==> src/rtl/control_unit_p.sv <==
// control_unit_p: multi-cycle control sequencer for the bus-based datapath.
// Fetches an instruction from the data-input port into IR, decodes it, and
// steps the shared bus through the source/destination transfers for mv, mvi
// and ALU instructions. Every state lasts STEP_DIV clocks, and all bus
// outputs are registered.
//
// Handshake: din_valid means the data-input port holds a valid word. The
// fetch (F_SRC) and immediate (IMM_SRC) steps sample din_valid only on the
// last clock of the step. If din_valid is 1 there, the step exits, and din_ack
// is 1 during that same clock, so the producer can retire the word on that
// edge. If din_valid is 0 there, the step repeats with its outputs unchanged.
module control_unit_p #(
  parameter int OP_BITS  = 3,
  parameter int REG_BITS = 3,
  parameter int STEP_DIV = 2,
  localparam int IR_W    = OP_BITS + 2 * REG_BITS,
  localparam int ADDR_W  = REG_BITS + 1
) (
  input  logic              clk,
  input  logic              reset,
  input  logic [IR_W-1:0]   ir,
  input  logic              din_valid,
  output logic              din_ack,
  output logic [ADDR_W-1:0] addr,
  output logic              val,
  output logic              bus_en,
  output logic [OP_BITS-1:0] opcode,
  output logic              aluen,
  output logic              instr_done,
  output logic [3:0]        dbg_state
);

  typedef enum logic [3:0] {
    S_IDLE    = 4'd0,
    S_F_SRC   = 4'd1,
    S_F_LD    = 4'd2,
    S_DECODE  = 4'd3,
    S_IMM_SRC = 4'd4,
    S_IMM_LD  = 4'd5,
    S_A_SRC   = 4'd6,
    S_A_LD    = 4'd7,
    S_OP_SRC  = 4'd8,
    S_EXEC    = 4'd9,
    S_G_SRC   = 4'd10,
    S_WB_LD   = 4'd11
  } state_t;

  // Step counter width; a divider of 1 still gets a 1-bit counter that stays 0.
  localparam int CNT_W = (STEP_DIV > 1) ? $clog2(STEP_DIV) : 1;
  localparam logic [CNT_W-1:0] CNT_LAST = CNT_W'(STEP_DIV - 1);

  // Special bus addresses sit just above the GPR range.
  localparam logic [ADDR_W-1:0] ADDR_DIN = ADDR_W'(1 << REG_BITS);
  localparam logic [ADDR_W-1:0] ADDR_A   = ADDR_W'((1 << REG_BITS) + 1);
  localparam logic [ADDR_W-1:0] ADDR_G   = ADDR_W'((1 << REG_BITS) + 2);
  localparam logic [ADDR_W-1:0] ADDR_IR  = ADDR_W'((1 << REG_BITS) + 3);

  localparam logic [OP_BITS-1:0] OP_MV  = OP_BITS'(0);
  localparam logic [OP_BITS-1:0] OP_MVI = OP_BITS'(1);

  state_t              state_q, state_d;
  logic [CNT_W-1:0]    cnt_q, cnt_d;
  logic [REG_BITS-1:0] rx_q, rx_d;
  logic [REG_BITS-1:0] ry_q, ry_d;
  logic [OP_BITS-1:0]  opcode_q, opcode_d;
  logic [ADDR_W-1:0]   addr_q, addr_d;
  logic                val_q, val_d;
  logic                bus_en_q, bus_en_d;
  logic                aluen_q, aluen_d;
  logic                done_q, done_d;

  logic                step_last;
  logic                wait_state;
  logic                advance;
  logic [OP_BITS-1:0]  ir_op;
  logic [REG_BITS-1:0] ir_rx;
  logic [REG_BITS-1:0] ir_ry;

  assign ir_op = ir[IR_W-1 -: OP_BITS];
  assign ir_rx = ir[2*REG_BITS-1 -: REG_BITS];
  assign ir_ry = ir[REG_BITS-1:0];

  // Step timing and the wait-state exit condition.
  always_comb begin
    step_last  = (cnt_q == CNT_LAST);
    wait_state = (state_q == S_F_SRC) || (state_q == S_IMM_SRC);
    advance    = step_last && (!wait_state || din_valid);
  end

  // Next-state, field latching, step counter and retire pulse.
  always_comb begin
    state_d  = state_q;
    rx_d     = rx_q;
    ry_d     = ry_q;
    opcode_d = opcode_q;
    cnt_d    = step_last ? '0 : cnt_q + CNT_W'(1);
    done_d   = advance && ((state_q == S_WB_LD) || (state_q == S_IMM_LD));
    if (advance) begin
      case (state_q)
        S_IDLE:    state_d = S_F_SRC;
        S_F_SRC:   state_d = S_F_LD;
        S_F_LD:    state_d = S_DECODE;
        S_DECODE: begin
          rx_d     = ir_rx;
          ry_d     = ir_ry;
          opcode_d = ir_op;
          if (ir_op == OP_MV) begin
            state_d = S_OP_SRC;
          end else if (ir_op == OP_MVI) begin
            state_d = S_IMM_SRC;
          end else begin
            state_d = S_A_SRC;
          end
        end
        S_IMM_SRC: state_d = S_IMM_LD;
        S_IMM_LD:  state_d = S_F_SRC;
        S_A_SRC:   state_d = S_A_LD;
        S_A_LD:    state_d = S_OP_SRC;
        // mv writes back directly; ALU ops go through A/G.
        S_OP_SRC:  state_d = (opcode_q == OP_MV) ? S_WB_LD : S_EXEC;
        S_EXEC:    state_d = S_G_SRC;
        S_G_SRC:   state_d = S_WB_LD;
        S_WB_LD:   state_d = S_F_SRC;
        default:   state_d = S_IDLE;
      endcase
    end
  end

  // Bus outputs for the state being entered, so the registered outputs
  // change on the same edge as the state.
  always_comb begin
    addr_d   = '0;
    val_d    = 1'b0;
    bus_en_d = 1'b0;
    aluen_d  = 1'b0;
    case (state_d)
      S_F_SRC: begin
        addr_d = ADDR_DIN; val_d = 1'b1; bus_en_d = 1'b1;
      end
      S_F_LD: begin
        addr_d = ADDR_IR; val_d = 1'b0; bus_en_d = 1'b1;
      end
      S_IMM_SRC: begin
        addr_d = ADDR_DIN; val_d = 1'b1; bus_en_d = 1'b1;
      end
      S_IMM_LD: begin
        addr_d = {1'b0, rx_d}; val_d = 1'b0; bus_en_d = 1'b1;
      end
      S_A_SRC: begin
        addr_d = {1'b0, rx_d}; val_d = 1'b1; bus_en_d = 1'b1;
      end
      S_A_LD: begin
        addr_d = ADDR_A; val_d = 1'b0; bus_en_d = 1'b1;
      end
      S_OP_SRC: begin
        addr_d = {1'b0, ry_d}; val_d = 1'b1; bus_en_d = 1'b1;
      end
      S_EXEC: begin
        aluen_d = 1'b1;
      end
      S_G_SRC: begin
        addr_d = ADDR_G; val_d = 1'b1; bus_en_d = 1'b1;
      end
      S_WB_LD: begin
        addr_d = {1'b0, rx_d}; val_d = 1'b0; bus_en_d = 1'b1;
      end
      default: begin
        addr_d   = '0;
        val_d    = 1'b0;
        bus_en_d = 1'b0;
        aluen_d  = 1'b0;
      end
    endcase
  end

  // State, counter, latched fields and registered outputs.
  always_ff @(posedge clk or negedge reset) begin
    if (!reset) begin
      state_q  <= S_IDLE;
      cnt_q    <= '0;
      rx_q     <= '0;
      ry_q     <= '0;
      opcode_q <= '0;
      addr_q   <= '0;
      val_q    <= 1'b0;
      bus_en_q <= 1'b0;
      aluen_q  <= 1'b0;
      done_q   <= 1'b0;
    end else begin
      state_q  <= state_d;
      cnt_q    <= cnt_d;
      rx_q     <= rx_d;
      ry_q     <= ry_d;
      opcode_q <= opcode_d;
      addr_q   <= addr_d;
      val_q    <= val_d;
      bus_en_q <= bus_en_d;
      aluen_q  <= aluen_d;
      done_q   <= done_d;
    end
  end

  // The acknowledge marks the exit clock of a wait step.
  always_comb begin
    din_ack = wait_state && step_last && din_valid;
  end

  assign addr       = addr_q;
  assign val        = val_q;
  assign bus_en     = bus_en_q;
  assign opcode     = opcode_q;
  assign aluen      = aluen_q;
  assign instr_done = done_q;
  assign dbg_state  = state_q;

endmodule
==> config.mk <==
export PLATFORM = sky130hd
export DESIGN_NAME = control_unit_p
export DESIGN_NICKNAME = d
export VERILOG_FILES = /design/src/rtl/control_unit_p.sv
export SDC_FILE = /design/constraint.sdc
export NUM_CORES = 1
export LEC_CHECK = 0
export ABC_CLOCK_PERIOD_IN_PS = 3900
export CORE_ASPECT_RATIO = 0.9
export CORE_UTILIZATION = 56
export CTS_BUF_LIST = sky130_fd_sc_hd__clkbuf_8
export DETAILED_ROUTE_END_ITERATION = 16
export PLACE_DENSITY_LB_ADDON = 0.08
export SYNTH_ARGS = -nofsm -noshare
export SYNTH_HDL_FRONTEND = slang
export SYNTH_SLANG_ARGS = --single-unit
==> constraint.sdc <==
create_clock -name clk -period 3.9 [get_ports clk]
set_input_delay 0.78 -clock clk [delete_from_list [all_inputs] [get_ports clk]]
set_output_delay 0.78 -clock clk [all_outputs]
set_load 0.01 [all_outputs]
# After elaboration in Yosys (flattened, before gate mapping)
# Index checks and enable logic that the tools add are counted.
[word_totals]
wordCells = 64
out_inout_bits = 16
register_bits = 22
[classes]
n_reduce_logical = 17
n_eq_ne = 22
add_sub_neg = 1
n_mux = 14
[ops]
columns = ["op", "n"]
rows = [
  ["4-bit one-hot mux with 10 select lines", 1],
  ["4-bit by 3-bit == test with 1-bit output (second input constant)", 8],
  ["4-bit == test (second input constant)", 8],
  ["4-bit one-hot mux with 6 select lines", 1],
  ["4-bit by 2-bit == test with 1-bit output (second input constant)", 3],
  ["3-bit 2-to-1 mux", 4],
  ["9-bit OR reduction", 1],
  ["4-bit by 1-bit == test with 1-bit output (second input constant)", 2],
  ["4-bit 2-to-1 mux", 2],
  ["3-bit logical NOT", 2],
  ["3-bit OR reduction", 2],
  ["5-bit OR reduction", 1],
  ["1-bit logical AND", 4],
  ["4-bit logical NOT", 1],
  ["1-bit 2-to-1 mux", 4],
  ["2-bit 2-to-1 mux", 2],
  ["3-bit by 1-bit == test with 1-bit output (second input constant)", 1],
  ["1-bit logical OR", 3],
  ["2-bit AND reduction", 1],
  ["2-bit OR reduction", 1],
  ["1-bit adder (second input constant)", 1],
  ["1-bit logical NOT", 1],
]

# Longest topological paths before layout
[logic_depth]
ltp_word = 9
mapped_depth = 8
mapped_depth_nobuf = 7

# Worst setup path after synthesis
# Ideal clock, no wire load.
[synth_path]
kind = "input port to flip-flop"
start = "input din_valid"
end = "register addr_q[0] (netlist: addr[0])"
setup_ps = 129
path_stages = 7
arrival_ps = 1956
path_slack_ps = 1816
required_time_ps = 3771
n_path_buf = 1
cell_sequence = "or4b_1 a21oi_1 a221oi_4 buf_6 nand3_1 o21a_1 o32ai_2"
[synth_via]
elab_chain_cells = 6
word_cells_on_any_way = 17
cone_classes = "eq/ne (9); mux (4); reduce/logical (4)"
[synth_lines]
columns = ["element", "line_no", "source"]
rows = [
  ["from (decl)", "22", "input logic din_valid,"],
  ["1-bit logical OR *", "87", "advance = step_last && (!wait_state || din_valid);"],
  ["1-bit logical AND *", "87", ""],
  ["4-bit 2-to-1 mux *", "98", "if (advance) begin"],
  ["named net state_d[1]", "61", "state_t state_q, state_d;"],
  ["4-bit == test, or another cell as far along", "136", "case (state_d)"],
  ["3-bit OR reduction (no line) / 2-bit OR reduction (equally long branches)", "n/a", ""],
  ["4-bit one-hot mux with 6 select lines *", "136", ""],
  ["named net addr_d[0]", "66", "logic [ADDR_W-1:0] addr_q, addr_d;"],
  ["to (signal assigned)", "195", "addr_q <= addr_d;"],
  ["to (decl)", "66", ""],
]
# The timed path passes the listed nets; every way through them passes the cells marked *.
# A chain may end at the register's enable or synchronous reset.

# Worst setup path in the final report
[layout_path]
start = "input din_valid"
end = "output din_ack"
[layout_via]
elab_chain_cells = 1
[layout_lines]
columns = ["element", "line_no", "source"]
rows = [
  ["1-bit logical AND", "205", "din_ack = wait_state && step_last && din_valid;"],
  ["to (decl)", "23", "output logic din_ack,"],
]
# No other way between the ends.

==> results.md <==
- Syn nets: between 100 and 150
- Drt first-iter violations: 21
- Crit path launch type: primary input
- CP bufs+invs: 2
- Crit-path max FO: 5
- Distinct cells, synth: 40
- Initial antenna violation count: 0
- Setup Skew: a little under 1 ps
- EDFF count, synth: 0
- Ys async rst share: 1.00
- Ys Warns: 0
- Vias per cell: between 5 and 6
- VDD IR max: roughly 0.70 mV
- Setup Crit Path Kind: primary input to output port
- Max clock buf depth: 2
- Seq/Total Area, Yosys: 0.438
- Setup WS pre-CTS: around 960 ps
- # port buffers: 27
- Total GRT Usage: 0.245
- Final setup viols: 0
- Die Height: between 40 and 50 µm
- CTS H-tree depth: 1
- Clk sink count: 22
- Delay-heaviest family, CP: buffers and inverters
- Worst EP required: 3120 ps
- Initial Utilization: 0.626
- Worst path most repeated cell: clkdlybuf4s50_1
- Total CTS buffers: 3
- Worst-skew pair later-pin latency: 260 ps
- Reg clk slew, reported paths: about 70 ps
- Post-Route WL: between 2 and 3 mm
- # DRC: 0
- FP Rows: 15
- P&R area growth vs syn: 24.3%
- Placed Instances: roughly 160
- Max-Cap Viols: 0
- Synth area leader: dfrtp_1
- Max Slew Vio Count: 0
- Fin nets: between 150 and 200
- Worst-margin pin slew: 966 ps
- Layout cells sized above 1: 0.176
- Total grt overflow: 0
- Critical Path, Cell by Cell: clkdlybuf4s50_1 > nor4b_1 > clkdlybuf4s50_1
- Pwr/cell area: 1070 mW/mm²
- First-pass GRT wire length: 4.17 mm
- Gpl congestion: around 0.82
- Fin crit share: 0.754
- Relative slew margins: 0.354
- Fin crit period: approximately 3000 ps
- Mapped Cells: 118
- CTS Root Cell: clkbuf_8
- DRT antenna net count: 0
- Final hold vios: 0
- Setup WS post-layout: roughly 960 ps
- DR vias: between 900 and 1000
- CTS tree: built
- Leak: 0.646 nW
- Hold-fix buffers, CTS: 0
- Slowest cell on the critical path: clkdlybuf4s50_1
- HPWL Detailed: 1.80 mm
- Placed Area: between 0.0015 and 0.002 mm²
- Post-synthesis cell area: about 0.0013 mm²
- TNS Setup: 0 ps
- Post-CTS sizing: 0
- Post-detailed-route wirelength per cell: 15.1 µm
- Yosys top cell area share: 0.438
- Worst endpoint data arrival time: 2160 ps
- Vias in the first global route: approximately 900
- # diodes: 0
- Flops & latches, synth: 22
- Largest net degree at the start of global routing: 23
- Number of I/O pins: 28
- Largest stage delay, worst path: a little under 600 ps
- Fin cells: 167
- Status: completed
- Cell types occupying the most area after synthesis: dfrtp_1 44%, mux2_2 8.1%, a21oi_1 3.6%
- Final instance area: between 0.0015 and 0.002 mm²
- DR pass1 iterations: 4
- Top-count cell post-synth: dfrtp_1
- Power, Total: around 1.7 mW
- Avg Cell Area, Syn: 10.6 µm²
- HP Class: flop to flop
- Full die area: 0.00244 mm²
- # fillers: 147
- Post-CTS Repair Setup Buffers: 0
- Placeable Area: between 0.002 and 0.0025 mm²
- Die Wd: between 50 and 60 µm
- Crit. End Element: output port
- Synth Flop Type: dfrtp_1
- Unrepaired setup endpoints after global routing: false
- Top post-synthesis cells by count: 22 x dfrtp_1, 9 x a21oi_1, 9 x mux2_2, 8 x nand2_1
- Maximum clock frequency: about 340 MHz
-- per-layer routing --
metal	vias to the layer above	share of wire	global-route usage	wire (µm)
li1	474	-	-	-
met1	480	0.45	0.295	1140
met2	33	0.48	0.403	1200
met3	8	0.048	0.0680	121
met4	0	0.025	0.141	63
met5	-	0	0	0
-- worst register-to-register path, delay by kind of cell, from the launching register on --
family             cells  cell delay [ps]
and+or+nand+nor        2              900
DFF                    1              610
AOI/OAI and AO/OA      4              700
-- cell families (layout without fill, tap and decap cells) --
group                     count (synthesis)  in the layout  share of synthesized area
buffers and inverters                    12             36                     0.0617
xor gates and xnor gates                  2              2                     0.0139
AOI/OAI and AO/OA                        29             29                      0.181
muxes                                    10             10                     0.0886
and+or+nand+nor                          43             43                      0.216
DFF                                      22             22                      0.438
-- metrics by stage --
stage                     utilization  hold WS (ps)
final                           0.778           517
after global routing            0.778           529
after CTS                       0.778           516
after detailed placement        0.750           494
after global placement          0.750           482
after floorplan                     -           472
-- final timing paths --
kind	cells past startpoint	end	slack, ps	start
min	1	ry_q[1]$_DFF_PN0_	520	ry_q[1]$_DFF_PN0_
min reg2reg	1	ry_q[1]$_DFF_PN0_	520	ry_q[1]$_DFF_PN0_
max reg2reg	6	addr[3]$_DFF_PN0_	1600	dbg_state[2]$_DFF_PN0_
max in group asynchronous	1	dbg_state[0]$_DFF_PN0_	2270	reset
min in group asynchronous	1	dbg_state[3]$_DFF_PN0_	1050	reset
max	3	din_ack	960	din_valid
-- layout by cell type (no fill, tap or decap), drive strengths merged, types with 2 or more instances in the layout --
master,n
nor2b,2
a21o,3
nand3b,2
a21oi,9
clkdlybuf4s50,27
xnor2,2
mux2,9
clkbuf,4
nor4b,2
nand4b,2
nand2,8
nor2,7
or2,2
o22ai,4
a221oi,2
dfrtp,22
nor3,6
nand2b,5
inv,2
buf,2
nand3,2
o21ai,4
and2,2
-- state kept, by name (all words and copies together) (netlist names) --
| register | flops |
|---|---|
| addr | 4 |
| dbg_state | 4 |
| opcode | 3 |
| rx_q | 3 |
| ry_q | 3 |
| aluen | 1 |
| bus_en | 1 |
| cnt_q | 1 |
| instr_done | 1 |
| val | 1 |
-- where the power goes --
part	total [mW]	internal (mW)	switching, mW
registers	0.450	0.337	0.113
clock network	0.160	0.0900	0.0699
logic	1.05	0.534	0.521
total	1.66	0.961	0.703
-- cell type report --
type                            instances  area [µm²]  area share
Multi-Input combinational cell         84         628       0.402
Sequential cell                        22         551       0.353
Timing Repair Buffer                   29         285       0.183
Clock buffer                            4        55.1      0.0353
Tap cell                               25        31.3      0.0200
Inverter                                3        11.3     0.00721
No activity file was read; power rests on OpenSTA's default activity.
